[src/rtl/ripple_carry_adder_pkg.sv]
// Shared constants for the ripple-carry adder slice.
package ripple_carry_adder_pkg;

   localparam int ADDER_WIDTH_DEFAULT = 8;

endpackage

[src/rtl/ripple_carry_adder_full_adder.sv]
// One-bit full adder: the single cell repeated along the ripple chain.
module full_adder (
   input  logic a,
   input  logic b,
   input  logic cin,
   output logic s,
   output logic cout
);

   logic half_sum;

   assign half_sum = a ^ b;
   assign s        = half_sum ^ cin;
   assign cout     = (a & b) | (cin & half_sum);

endmodule

[src/rtl/ripple_carry_adder.sv]
// WIDTH-bit ripple-carry adder built from full_adder cells, with a registered
// sum, carry-out and signed-overflow flag (one cycle latency).
//
// There is no valid/ready handshake: a new operand set is sampled on every
// rising clk, and its result is visible right after that edge.
module ripple_carry_adder
   import ripple_carry_adder_pkg::*;
#(
   parameter int WIDTH = ADDER_WIDTH_DEFAULT
) (
   input  logic             clk,
   input  logic             rst_n,
   input  logic [WIDTH-1:0] a,
   input  logic [WIDTH-1:0] b,
   input  logic             cy_in,
   output logic [WIDTH-1:0] sum,
   output logic             cy_Out,
   output logic             ovf
);

   // carry[i] enters bit i; carry[WIDTH] leaves the MSB.
   logic [WIDTH:0]   carry;
   logic [WIDTH-1:0] sum_comb;
   logic             ovf_comb;

   assign carry[0] = cy_in;

   for (genvar i = 0; i < WIDTH; i++) begin : g_chain
      full_adder u_fa (
         .a    (a[i]),
         .b    (b[i]),
         .cin  (carry[i]),
         .s    (sum_comb[i]),
         .cout (carry[i+1])
      );
   end

   // Signed overflow: carry into the MSB disagrees with carry out of it.
   assign ovf_comb = carry[WIDTH] ^ carry[WIDTH-1];

   always_ff @(posedge clk or negedge rst_n) begin
      if (!rst_n) begin
         sum    <= '0;
         cy_Out <= 1'b0;
         ovf    <= 1'b0;
      end else begin
         sum    <= sum_comb;
         cy_Out <= carry[WIDTH];
         ovf    <= ovf_comb;
      end
   end

endmodule

[config.mk]
export PLATFORM = sky130hd
export DESIGN_NAME = ripple_carry_adder
export DESIGN_NICKNAME = d
export VERILOG_FILES = /design/src/rtl/ripple_carry_adder_pkg.sv /design/src/rtl/ripple_carry_adder_full_adder.sv /design/src/rtl/ripple_carry_adder.sv
export SDC_FILE = /design/constraint.sdc
export NUM_CORES = 1
export LEC_CHECK = 0
export ABC_CLOCK_PERIOD_IN_PS = 800
export BUFFER_PORTS_ARGS = -buffer_cell sky130_fd_sc_hd__buf_2
export CORE_AREA = 4 4 41 43
export DETAILED_ROUTE_END_ITERATION = 8
export DIE_AREA = 0 0 45 47
export PLACE_DENSITY = 0.76
export RECOVER_POWER = 50
export SYNTH_ARGS = -nofsm -noshare
export SYNTH_HDL_FRONTEND = slang
export SYNTH_SLANG_ARGS = --single-unit
[constraint.sdc]
create_clock -name clk -period 0.8 [get_ports clk]
set_input_delay 0.12 -clock clk [delete_from_list [all_inputs] [get_ports clk]]
set_output_delay 0.12 -clock clk [all_outputs]
set_load 0.02 [all_outputs]
# --- Word level (Yosys, flattened, before mapping) ---
# Cells that the tools add are included.
classes:
  bitwise: 41
ops:
  columns: ["op", "count"]
  rows:
  - ["XOR 1 bit", 17]
  - ["AND 1 bit", 16]
  - ["OR 1 bit", 8]
totals:
  regBits: 10
  input_bits: 19
  out_inout_bits: 10
  elab_cells: 44

# --- Longest topological paths before layout ---
# Gate-level depths: netlist (run 1).
logic_depth:
  ltp_word: 18
  mapped_depth: 12
  depth_no_buf: 12

# --- Cells and area by module ---
# A second synthesis (run 1) with hierarchy kept.
hier_totals:
  hier_cells: 19
  area_unflattened_um2: 419.2
modules_own_cells:
  columns: ["mod", "instances", "cells_each", "area_per_inst_um2", "seq_area_each_um2"]
  rows:
  - ["ripple_carry_adder", 1, 11, 259.0, 250.2]
  - ["full_adder", 8, 1, 20.0, 0.0]

# --- Worst setup path after synthesis (run 1) ---
# OpenSTA, ideal clock, no wires.
synth_path:
  path_type: "input-to-reg"
  start: "input a[0]"
  end: "register sum[7]"
  setup_time_ns: 0.064
  t_arrival_ns: 3.196
  required_time_ns: 0.736
  path_slack_ns: -2.460
  path_stages: 12
  path_buffers: 0
  cell_sequence: "fa_1 > fa_1 > fa_1 > fa_1 > fa_1 > inv_1 > fa_1 > inv_1 > fa_1 > inv_1 > fa_1 > inv_1"
synth_via:
  elab_chain_len: 16
  elab_cells_between_ends: 17
  cone_classes: "bitwise (17)"
synth_lines:
  columns: ["element", "line_no", "source"]
  rows:
  - ["start: declaration", "ripple_carry_adder.sv:13", "input logic [WIDTH-1:0] a,"]
  - ["XOR 1 bit", "ripple_carry_adder_full_adder.sv:12", "assign half_sum = a ^ b;"]
  - ["AND 1 bit", "ripple_carry_adder_full_adder.sv:14", "assign cout = (a & b) | (cin & half_sum);"]
  - ["OR 1 bit (*)", "ripple_carry_adder_full_adder.sv:14", null]
  - ["AND 1 bit (*)", "ripple_carry_adder_full_adder.sv:14", null]
  - ["OR 1 bit (*)", "ripple_carry_adder_full_adder.sv:14", null]
  - ["AND 1 bit (*)", "ripple_carry_adder_full_adder.sv:14", null]
  - ["OR 1 bit (*)", "ripple_carry_adder_full_adder.sv:14", null]
  - ["AND 1 bit (*)", "ripple_carry_adder_full_adder.sv:14", null]
  - ["OR 1 bit (*)", "ripple_carry_adder_full_adder.sv:14", null]
  - ["AND 1 bit (*)", "ripple_carry_adder_full_adder.sv:14", null]
  - ["OR 1 bit (*)", "ripple_carry_adder_full_adder.sv:14", null]
  - ["AND 1 bit (*)", "ripple_carry_adder_full_adder.sv:14", null]
  - ["OR 1 bit (*)", "ripple_carry_adder_full_adder.sv:14", null]
  - ["AND 1 bit (*)", "ripple_carry_adder_full_adder.sv:14", null]
  - ["OR 1 bit (*)", "ripple_carry_adder_full_adder.sv:14", null]
  - ["XOR 1 bit (*)", "ripple_carry_adder_full_adder.sv:13", "assign s = half_sum ^ cin;"]
  - ["named net g_chain[7].u_fa.s", "ripple_carry_adder_full_adder.sv:6", "output logic s,"]
  - ["end signal: assignment", "ripple_carry_adder.sv:47", "sum <= sum_comb;"]
  - ["end: declaration", "ripple_carry_adder.sv:16", "output logic [WIDTH-1:0] sum,"]
# Mark *: on every way through the listed nets, which the timed path passes. The rest lies on a longest branch.

# --- Worst setup path in the final report (run 1) ---
# Ends and elaborated chain as after synthesis.

==> results.txt, run 1 <==
outcome: finished with violations
failing checks: setup timing
clock network power share: 26.9%
I/O Pins: 29
Final Power: 0.00164 W
Final GP Congestion: 0.639
max-capacitance violation count: 0
Achievable Freq: 342 MHz
final hold vios: 0
fin area: 764 sq um
Critical Path Source Type: input pin
Crit. End Element: flop
Antenna Violating Nets Remaining: 0
commonest non-fill, non-tap cells in the layout: 16 x buf_2, 11 x buf_6, 10 x dfrtp_1, 8 x fa_2
Cell Area, Synth: 457 sq um
PD cells: 2150 nW/um^2
busiest layer in global routing: met2
core area: 1300 sq um
post-synth cell types: 4
final WL: 913 um
Max Slew Vio Count: 0
Worst EP arrival: 3130 ps
htree depth: 1
Post-Layout Cell Count: 78
syn avg cell area: 15.7 sq um
layout cells sized above 1: 73.0%
Layout area overhead: 67.4%
Comb power frac: 33.9%
internal power: 0.00117 W
num rows: 13
Setup Buffers After CTS: 0
Tot GR Track Use: 10.9%
initial antenna violation count: 0
routed via count: 324
Die W: 45 um
routed vias/inst: 4.15
flops & latches, synth: 10
Synth area leader: dfrtp_1
Clock Tree Root: clkbuf_4
final hold slack: 145 ps
vias in the first global route: 389
antenna cells: 0
required time of the critical path: 1010 ps
synth warn: 0
Post-DP HPWL: 817 um
worst-case clock buffer depth: 2
crit path max fanout: 2
met2 usage: 19.2%
Gate Count Post-Synth: 29
CTS tree: done
setup violators final: 19
# nets final: 91
Initial DRC Count: 3
met1 Use GR: 9.34%
Hold Crit Start: a[0]
IO Port Bufs: 28
Final Cycle Share: 366%
Tightest Pin Transition: 498 ps
first-pass GRT wire length: 1.48 mm
most common cell after layout, fill and taps aside: buf_2
drt wl/cell: 11.7 um
ranking of synthesized cells by area: dfrtp_1 55%, fa_1 35%, inv_1 8.2%
LEAKAGE: 0.385 nW
Crit Path Category: in -> reg
hold depth: 2
placed cell count: 73
dpl ws: -2440 ps
TritonCTS Buffers: 3
hold crit path type: in -> reg
Initial Utilization: 35.1%
DP Area: 641 sq um
Psw: 0.000473 W
GR Util met3: 1.92%
drt drc: 0
number of detailed-route iterations in the first pass: 2
share of power burned in registers: 39.1%
max_slew headroom: 66.8%
syn_nets: 56
die area: 2120 sq um
unrepaired setup endpoints after global routing: true
total grt overflow: 0
setup ws final: -2130 ps
CTS clk-pin slew, worst paths: 60 ps
Hold EP: sum[0]
Die Ht: 47 um
largest net degree at the start of global routing: 11
Peak VDD IR: 764 uV
post-synth top area share: 54.8%
Tmin final: 2930 ps
switching share of power: 28.8%
sequential area share after synthesis: 54.8%
Sink Count: 10
Filler cells: 112
==> cell usage after synthesis <==
cell type / number
fa_1: 8
dfrtp_1: 10
inv_1: 10
xnor2_1: 1
==> power groups by stage <==
stage	logic (W)	clock network (W)	registers, W
after global placement	0.000411	0	0.000624
after CTS	0.000558	0.000448	0.000646
after floorplan	0.000101	0	0.000754
after detailed placement	0.000433	0	0.000632
final	0.000557	0.000442	0.000642
after global routing	0.000609	0.000486	0.000650
==> how the worst max path moves through the flow <==
stage / start / endpoint / slack, ps / depth (start not counted)
final: a[0] / sum[7] / -2130 / 13
after global routing: a[0] / sum[7] / -2200 / 13
after CTS: a[0] / sum[7] / -2130 / 13
after detailed placement: a[0] / sum[7] / -2440 / 13
after global placement: a[0] / sum[7] / -2400 / 13
after floorplan: a[0] / sum[7] / -2240 / 12
==> worst max-delay path, stage by stage <==
cell and delay [ps]:
buf_6 90, fa_2 380, fa_2 340, fa_2 350, fa_2 350, fa_2 340
inv_2 60, fa_2 190, inv_2 40, fa_2 340, inv_2 70, fa_2 430
inv_1 60
==> cells by family (layout without fill, tap and decap cells) <==
group,Yosys count,in the layout,share of synthesized area (%)
adders and majority gates,8,8,35.1
DFF,10,10,54.8
buffers and inverters,10,44,8.22
xor gates and xnor gates,1,1,1.92
==> per-stage QoR <==
| step | setup TNS, ps | utilization [%] |
|---|---|---|
| floorplan | -13090 | - |
| global placement | -14480 | 49.2 |
| detailed placement | -14720 | 49.2 |
| CTS | -12810 | 58.3 |
| global route | -13450 | 58.8 |
| finish | -12730 | 58.8 |
==> per-layer routing <==
metal | wire length [um] | share of wire (%)
met1 | 267 | 29
met2 | 505 | 55
met3 | 92 | 10
met5 | 0 | 0
met4 | 47 | 5.1
==> sequential cells by signal, indices dropped and copies added (netlist names) <==
signal / count
cy_Out: 1
ovf: 1
sum: 8
==> repair_timing <==
action,4_1_cts,5_1_grt
gates resized for setup,25,1
endpoints found under the setup margin,19,19
endpoints found under the hold margin,10,0
cloned,0,0
hold buffers,1,0
pin swaps,2,1
==> layout make-up <==
cell class              count  area (sq um)  area share [%]
multi-input cells           9           196            25.7
flip-flops and latches     10           250            32.7
well taps                  15          18.8            2.45
clock buffers               4          36.3            4.75
inverters                  10          37.5            4.91
repair buffers             30           225            29.5
(Power assumes the default switching activity.)
==> inputs of run 2 (changes only) <==
ABC_CLOCK_PERIOD_IN_PS = 2900   (was 800)
clock period = 2.9 ns   (was 0.8 ns; I/O delays follow)
==> run 2 against run 1 <==
The flow still finishes with violations (setup timing); wire length decreased by 15%; clock-buffer cell count unchanged; first-iteration DRC count decreased by 100%; non-clock buffer count decreased by 1; sequential share of layout area increased by 3.9 points; critical path depth unchanged; flip-flop and latch count unchanged; power decreased by 75%; design area decreased by 11%; setup slack improved by 1800 ps; worst hold slack got worse by 41 ps; die area unchanged.
==> results.txt, run 2 (synthesis gave the netlist of run 1 again) <==
Peak VDD IR: 303 uV (was 764 uV)
worst-case clock buffer depth: 2 (unchanged)
vias in the first global route: 329 (was 389)
CTS tree: done (unchanged)
Clock Tree Root: clkbuf_4 (unchanged)
worst setup path startpoint: a[0] (unchanged)
CP most frequent cell: fa_2 (unchanged)
Worst EP arrival: 3430 ps (was 3130 ps)
commonest non-fill, non-tap cells in the layout: 25 x buf_2, 10 x dfrtp_1, 8 x fa_2, 6 x inv_1, 4 x inv_2 (was 16 x buf_2, 11 x buf_6, 10 x dfrtp_1, 8 x fa_2)
Sink Count: 10 (unchanged)
PD cells: 589 nW/um^2 (was 2150 nW/um^2)
Crit Path Category: in -> reg (unchanged)
Final Cycle Share: 111%
Tmin final: 3230 ps
num rows: 13 (unchanged)
initial antenna violation count: 0 (unchanged)
hold crit path type: in -> async (was in -> reg)
Post-DP HPWL: 737 um (was 817 um)
Die W: 45 um (unchanged)
CP Buf/Inv Count: 5 (unchanged)
Max Slew Vio Count: 0 (unchanged)
I/O Pins: 29 (unchanged)
number of detailed-route iterations in the first pass: 1 (was 2)
Antenna Violating Nets Remaining: 0 (unchanged)
max-capacitance violation count: 0 (unchanged)
total grt overflow: 0 (unchanged)
max reg flops: 8 (unchanged)
Achievable Freq: 309 MHz
IO Port Bufs: 28 (unchanged)
most common cell after layout, fill and taps aside: buf_2 (unchanged)
crit path max fanout: 2 (unchanged)
layout cells sized above 1: 69.4% (was 73.0%)
max_slew headroom: 68.1% (was 66.8%)
CTS clk-pin slew, worst paths: 60 ps (about the same)
first-pass GRT wire length: 1.32 mm (was 1.48 mm)
Post-CTS Hold Buffers: 0 (was 1)
Comb power frac: 28.7% (was 33.9%)
outcome: finished with violations (unchanged)
routed via count: 300 (was 324)
routed vias/inst: 3.90 (was 4.15)
Die Ht: 47 um (unchanged)
required time of the critical path: 3100 ps (was 1010 ps)
Layout area overhead: 49.6% (was 67.4%)
Tightest Pin Transition: 479 ps (was 498 ps)
die area: 2120 sq um (unchanged)
Tot GR Track Use: 9.43% (was 10.9%)
slowest stage delay, CP: 410 ps (was 430 ps)
Top Registers: sum (8), cy_Out (1), ovf (1) (unchanged)
unrepaired setup endpoints after global routing: true (unchanged)
failing checks: setup timing (unchanged)
largest net degree at the start of global routing: 11 (unchanged)
Worst Setup EP: sum[7] (unchanged)
Cell Chain, Critical Path: buf_6, fa_2, fa_2, fa_2, fa_2, fa_2, inv_2, fa_2, inv_2, fa_2, inv_2, fa_2, inv_1 (unchanged)
antenna cells: 0 (unchanged)
final hold vios: 0 (unchanged)
Worst path slowest cell: fa_2 (unchanged)
Psw: 0.000117 W (was 0.000473 W)
placed cell count: 73 (unchanged)
Crit. End Element: flop (unchanged)
share of power burned in registers: 42.0% (was 39.1%)
core area: 1300 sq um (unchanged)
Critical Path Source Type: input pin (unchanged)
switching share of power: 29.0% (was 28.8%)
# nets final: 90 (was 91)
htree depth: 1 (unchanged)
clock network power share: 29.4% (was 26.9%)
Post-Layout Cell Count: 77 (was 78)
LEAKAGE: 0.352 nW (was 0.385 nW)
internal power: 0.000286 W (was 0.00117 W)
final WL: 772 um (was 913 um)
Final GP Congestion: 0.636 (was 0.639)
Initial DRC Count: 0 (was 3)
drt drc: 0 (unchanged)
largest reg by FF count: sum (unchanged)
Filler cells: 115 (was 112)
TritonCTS Buffers: 3 (unchanged)
setup violators final: 3 (was 19)
Initial Utilization: 35.1% (unchanged)
final core occ: 52.5% (was 58.8%)
dpl ws: -640 ps (was -2440 ps)
drt wl/cell: 10.0 um (was 11.7 um)
setup ws final: -333 ps (was -2130 ps)
stages on the worst setup path: 13 (unchanged)
delay-heaviest family, CP: adder cells (unchanged)
## run 2: changes by cell type in the layout (fill, tap and decap cells not counted)
cell	change
dlygate4sd3_1	-1
inv_2	-1
inv_1	+1
buf_6	-10
buf_2	+9
clkbuf_1	+1
xnor2_2	-1
xnor2_1	+1
## run 2: how the worst min path moves through the flow
stage               start      to  slack, ps  cells after the start
floorplan           rst_n  cy_Out        140                      0
global placement    rst_n  sum[7]        300                      1
detailed placement  rst_n  sum[7]        300                      1
CTS                 rst_n  sum[7]         20                      1
global route        rst_n  sum[7]        150                      1
finish              rst_n  sum[7]        100                      1
## run 2: layout make-up
cell class                      instances  area (sq um)  area share, %
Sequential cell                        10           250           36.6
Multi-Input combinational cell          9           189           27.7
Timing Repair Buffer                   29           151           22.2
Inverter                               10          37.5           5.49
Clock buffer                            4          36.3           5.31
Tap cell                               15          18.8           2.75
## run 2: layer usage
layer	track usage [%]	part of all wire, %	up-vias
met3	5.75	16	2
li1	-	-	143
met1	8.91	30	135
met4	5.26	1.7	0
met5	0	0	-
met2	15.8	52	20
## run 2: repair_timing
action	in CTS	in global routing
gates cloned	0	0
buffers inserted	0	0
gates resized for setup	4	0
setup endpoints to repair	4	4
pin swaps	2	1
## run 2: metrics by stage
| step | instance area (sq um) | hold WS (ps) | setup TNS (ps) | total power (W) |
|---|---|---|---|---|
| floorplan | 474 | 139 | -1120 | 0.000236 |
| CTS | 686 | 20.9 | -708 | 0.000410 |
| global route | 683 | 148 | -898 | 0.000436 |
| detailed placement | 641 | 297 | -1880 | 0.000289 |
| finish | 683 | 104 | -691 | 0.000403 |
| global placement | 641 | 295 | -1780 | 0.000286 |
## run 2: power groups by stage
stage	Combinational, W	Clock, W	Sequential, W
4_1_cts	0.000120	0.000121	0.000169
2_1_floorplan	0.0000280	0	0.000208
3_3_place_gp	0.000114	0	0.000172
6_report	0.000115	0.000118	0.000169
3_5_place_dp	0.000117	0	0.000172
5_1_grt	0.000130	0.000134	0.000172
==> inputs of run 3 (changes only) <==
CORE_AREA = 3 3 40 42   (was 4 4 41 43)
DIE_AREA = 0 0 43 45   (was 0 0 45 47)
==> run 3 against run 2 <==
Power increased by 0.70%; largest cell class unchanged; critical endpoint unchanged; combinational power grew 3%; non-clock buffer count did not move; the run still ends with setup timing left.
==> results.txt, run 3 (synthesis gave the netlist of run 1 again) <==
outcome: finished with violations (unchanged)
failing checks: setup timing (unchanged)
crit path max fanout: 2 (unchanged)
Critical Path Source Type: input pin (unchanged)
IO Port Bufs: 28 (unchanged)
Top Metal Used: met3 (was met4)
Peak VDD IR: 244 uV (was 303 uV)
Final Cycle Share: 112% (was 111%)
initial antenna violation count: 0 (unchanged)
Tot GR Track Use: 9.13% (was 9.43%)
first-pass GRT wire length: 1.27 mm (was 1.32 mm)
Tightest Pin Transition: 484 ps (was 479 ps)
required time of the critical path: 3100 ps (about the same)
drt drc: 0 (unchanged)
setup violators final: 3 (unchanged)
Filler cells: 116 (was 115)
Worst path slowest cell: fa_2 (unchanged)
final hold vios: 0 (unchanged)
Post-DP HPWL: 694 um (was 737 um)
CP Buf/Inv Count: 5 (unchanged)
LEAKAGE: 0.355 nW (was 0.352 nW)
placed cell count: 73 (unchanged)
drt wl/cell: 9.74 um (was 10.0 um)
CP most frequent cell: fa_2 (unchanged)
routed via count: 311 (was 300)
Final Power: 0.000405 W (was 0.000403 W)
Worst EP arrival: 3440 ps (was 3430 ps)
Max Slew Vio Count: 0 (unchanged)
Post-Layout Cell Count: 77 (unchanged)
final WL: 750 um (was 772 um)
Metal-1 WL: 220 um (was 229 um)
worst-case clock buffer depth: 2 (unchanged)
Cell Chain, Critical Path: buf_6, fa_2, fa_2, fa_2, fa_2, fa_2, inv_2, fa_2, inv_2, fa_2, inv_2, fa_2, inv_2 (was buf_6, fa_2, fa_2, fa_2, fa_2, fa_2, inv_2, fa_2, inv_2, fa_2, inv_2, fa_2, inv_1)
DP Area: 641 sq um (unchanged)
die area: 1940 sq um (was 2120 sq um)
most common cell after layout, fill and taps aside: buf_2 (unchanged)
layout cells sized above 1: 69.4% (unchanged)
I/O Pins: 29 (unchanged)
routed vias/inst: 4.04 (was 3.90)
met2 routed WL: 436 um (was 404 um)
num rows: 13 (unchanged)
TritonCTS Buffers: 3 (unchanged)
max-capacitance violation count: 0 (unchanged)
Crit. End Element: flop (unchanged)
unrepaired setup endpoints after global routing: true (unchanged)
slowest stage delay, CP: 430 ps (was 410 ps)
htree depth: 1 (unchanged)
# nets final: 90 (unchanged)
Final GP Congestion: 0.667 (was 0.636)
CTS clk-pin slew, worst paths: 60 ps (about the same)
Setup Buffers After CTS: 0 (unchanged)
fin area: 689 sq um (was 683 sq um)
delay-heaviest family, CP: adder cells (unchanged)
Top Registers: sum (8), cy_Out (1), ovf (1) (unchanged)
Achievable Freq: 308 MHz (was 309 MHz)
routed wl met3: 93 um (was 124 um)
largest net degree at the start of global routing: 11 (unchanged)
commonest non-fill, non-tap cells in the layout: 24 x buf_2, 10 x dfrtp_1, 8 x fa_2, 6 x inv_1, 4 x inv_2 (was 25 x buf_2, 10 x dfrtp_1, 8 x fa_2, 6 x inv_1, 4 x inv_2)
Initial Utilization: 35.5% (was 35.1%)
Post-CTS Hold Buffers: 0 (unchanged)
Die Ht: 45 um (was 47 um)
Clock Tree Root: clkbuf_4 (unchanged)
number of detailed-route iterations in the first pass: 5 (was 1)
hold crit path type: in -> async (unchanged)
PD cells: 588 nW/um^2 (was 589 nW/um^2)
total grt overflow: 0 (unchanged)
Layout area overhead: 51.0% (was 49.6%)
vias in the first global route: 366 (was 329)
setup ws final: -345 ps (was -333 ps)
largest reg by FF count: sum (unchanged)
max reg flops: 8 (unchanged)
Antenna Violating Nets Remaining: 0 (unchanged)
antenna cells: 0 (unchanged)
Sink Count: 10 (unchanged)
max_slew headroom: 67.8% (was 68.1%)
Tmin final: 3250 ps (was 3230 ps)
Die W: 43 um (was 45 um)
Initial DRC Count: 7 (was 0)
core area: 1280 sq um (was 1300 sq um)
Crit Path Category: in -> reg (unchanged)
CTS tree: done (unchanged)
-- run 3: cell types whose count changed in the layout (fill, tap and decap cells not counted) --
cell	before	now
xnor2_2	0	1
buf_2	25	24
clkbuf_1	2	3
xnor2_1	1	0
-- run 3: worst paths after layout --
check | startpoint | end | slack (ps) | cells after the start
max | a[0] | sum[7] | -350 | 13
max in group asynchronous | rst_n | ovf | 2460 | 1
min | rst_n | sum[5] | 110 | 1
min in group clk | a[0] | sum[0] | 470 | 2
-- run 3: area by class of cell --
type | instances | area [sq um] | share of cell area, %
clock buffer | 4 | 36.3 | 5.26
inverter | 10 | 37.5 | 5.44
multi-input combinational | 9 | 196 | 28.5
sequential | 10 | 250 | 36.3
tap | 15 | 18.8 | 2.72
timing repair buffer | 29 | 150 | 21.8
-- run 3: per-layer routing --
| metal | up-vias | GRT usage [%] |
|---|---|---|
| li1 | 143 | - |
| met1 | 151 | 7.51 |
| met2 | 17 | 18.0 |
| met3 | 0 | 2.39 |
| met4 | 0 | 7.23 |
| met5 | - | 0 |
-- run 3: repair_timing --
item	in CTS	in global routing
resized for setup	4	1
cloned	0	0
pin swaps	2	1
setup endpoints to repair	4	4
-- run 3: power breakdown --
group	total [W]	leakage, nW	switching [W]	internal, W
Sequential	0.000170	0.117	0.00000553	0.000165
Clock	0.000117	0.0210	0.0000408	0.0000759
Combinational	0.000119	0.217	0.0000710	0.0000476
-- run 3: per-stage QoR --
step | setup TNS [ps] | setup WS (ps) | util (%) | hold WS, ps
floorplan | -1120 | -455 | - | 139
global placement | -1800 | -620 | 49.9 | 294
detailed placement | -1940 | -659 | 49.9 | 297
CTS | -739 | -355 | 53.4 | 25.3
global route | -959 | -400 | 53.7 | 145
finish | -745 | -345 | 53.7 | 108
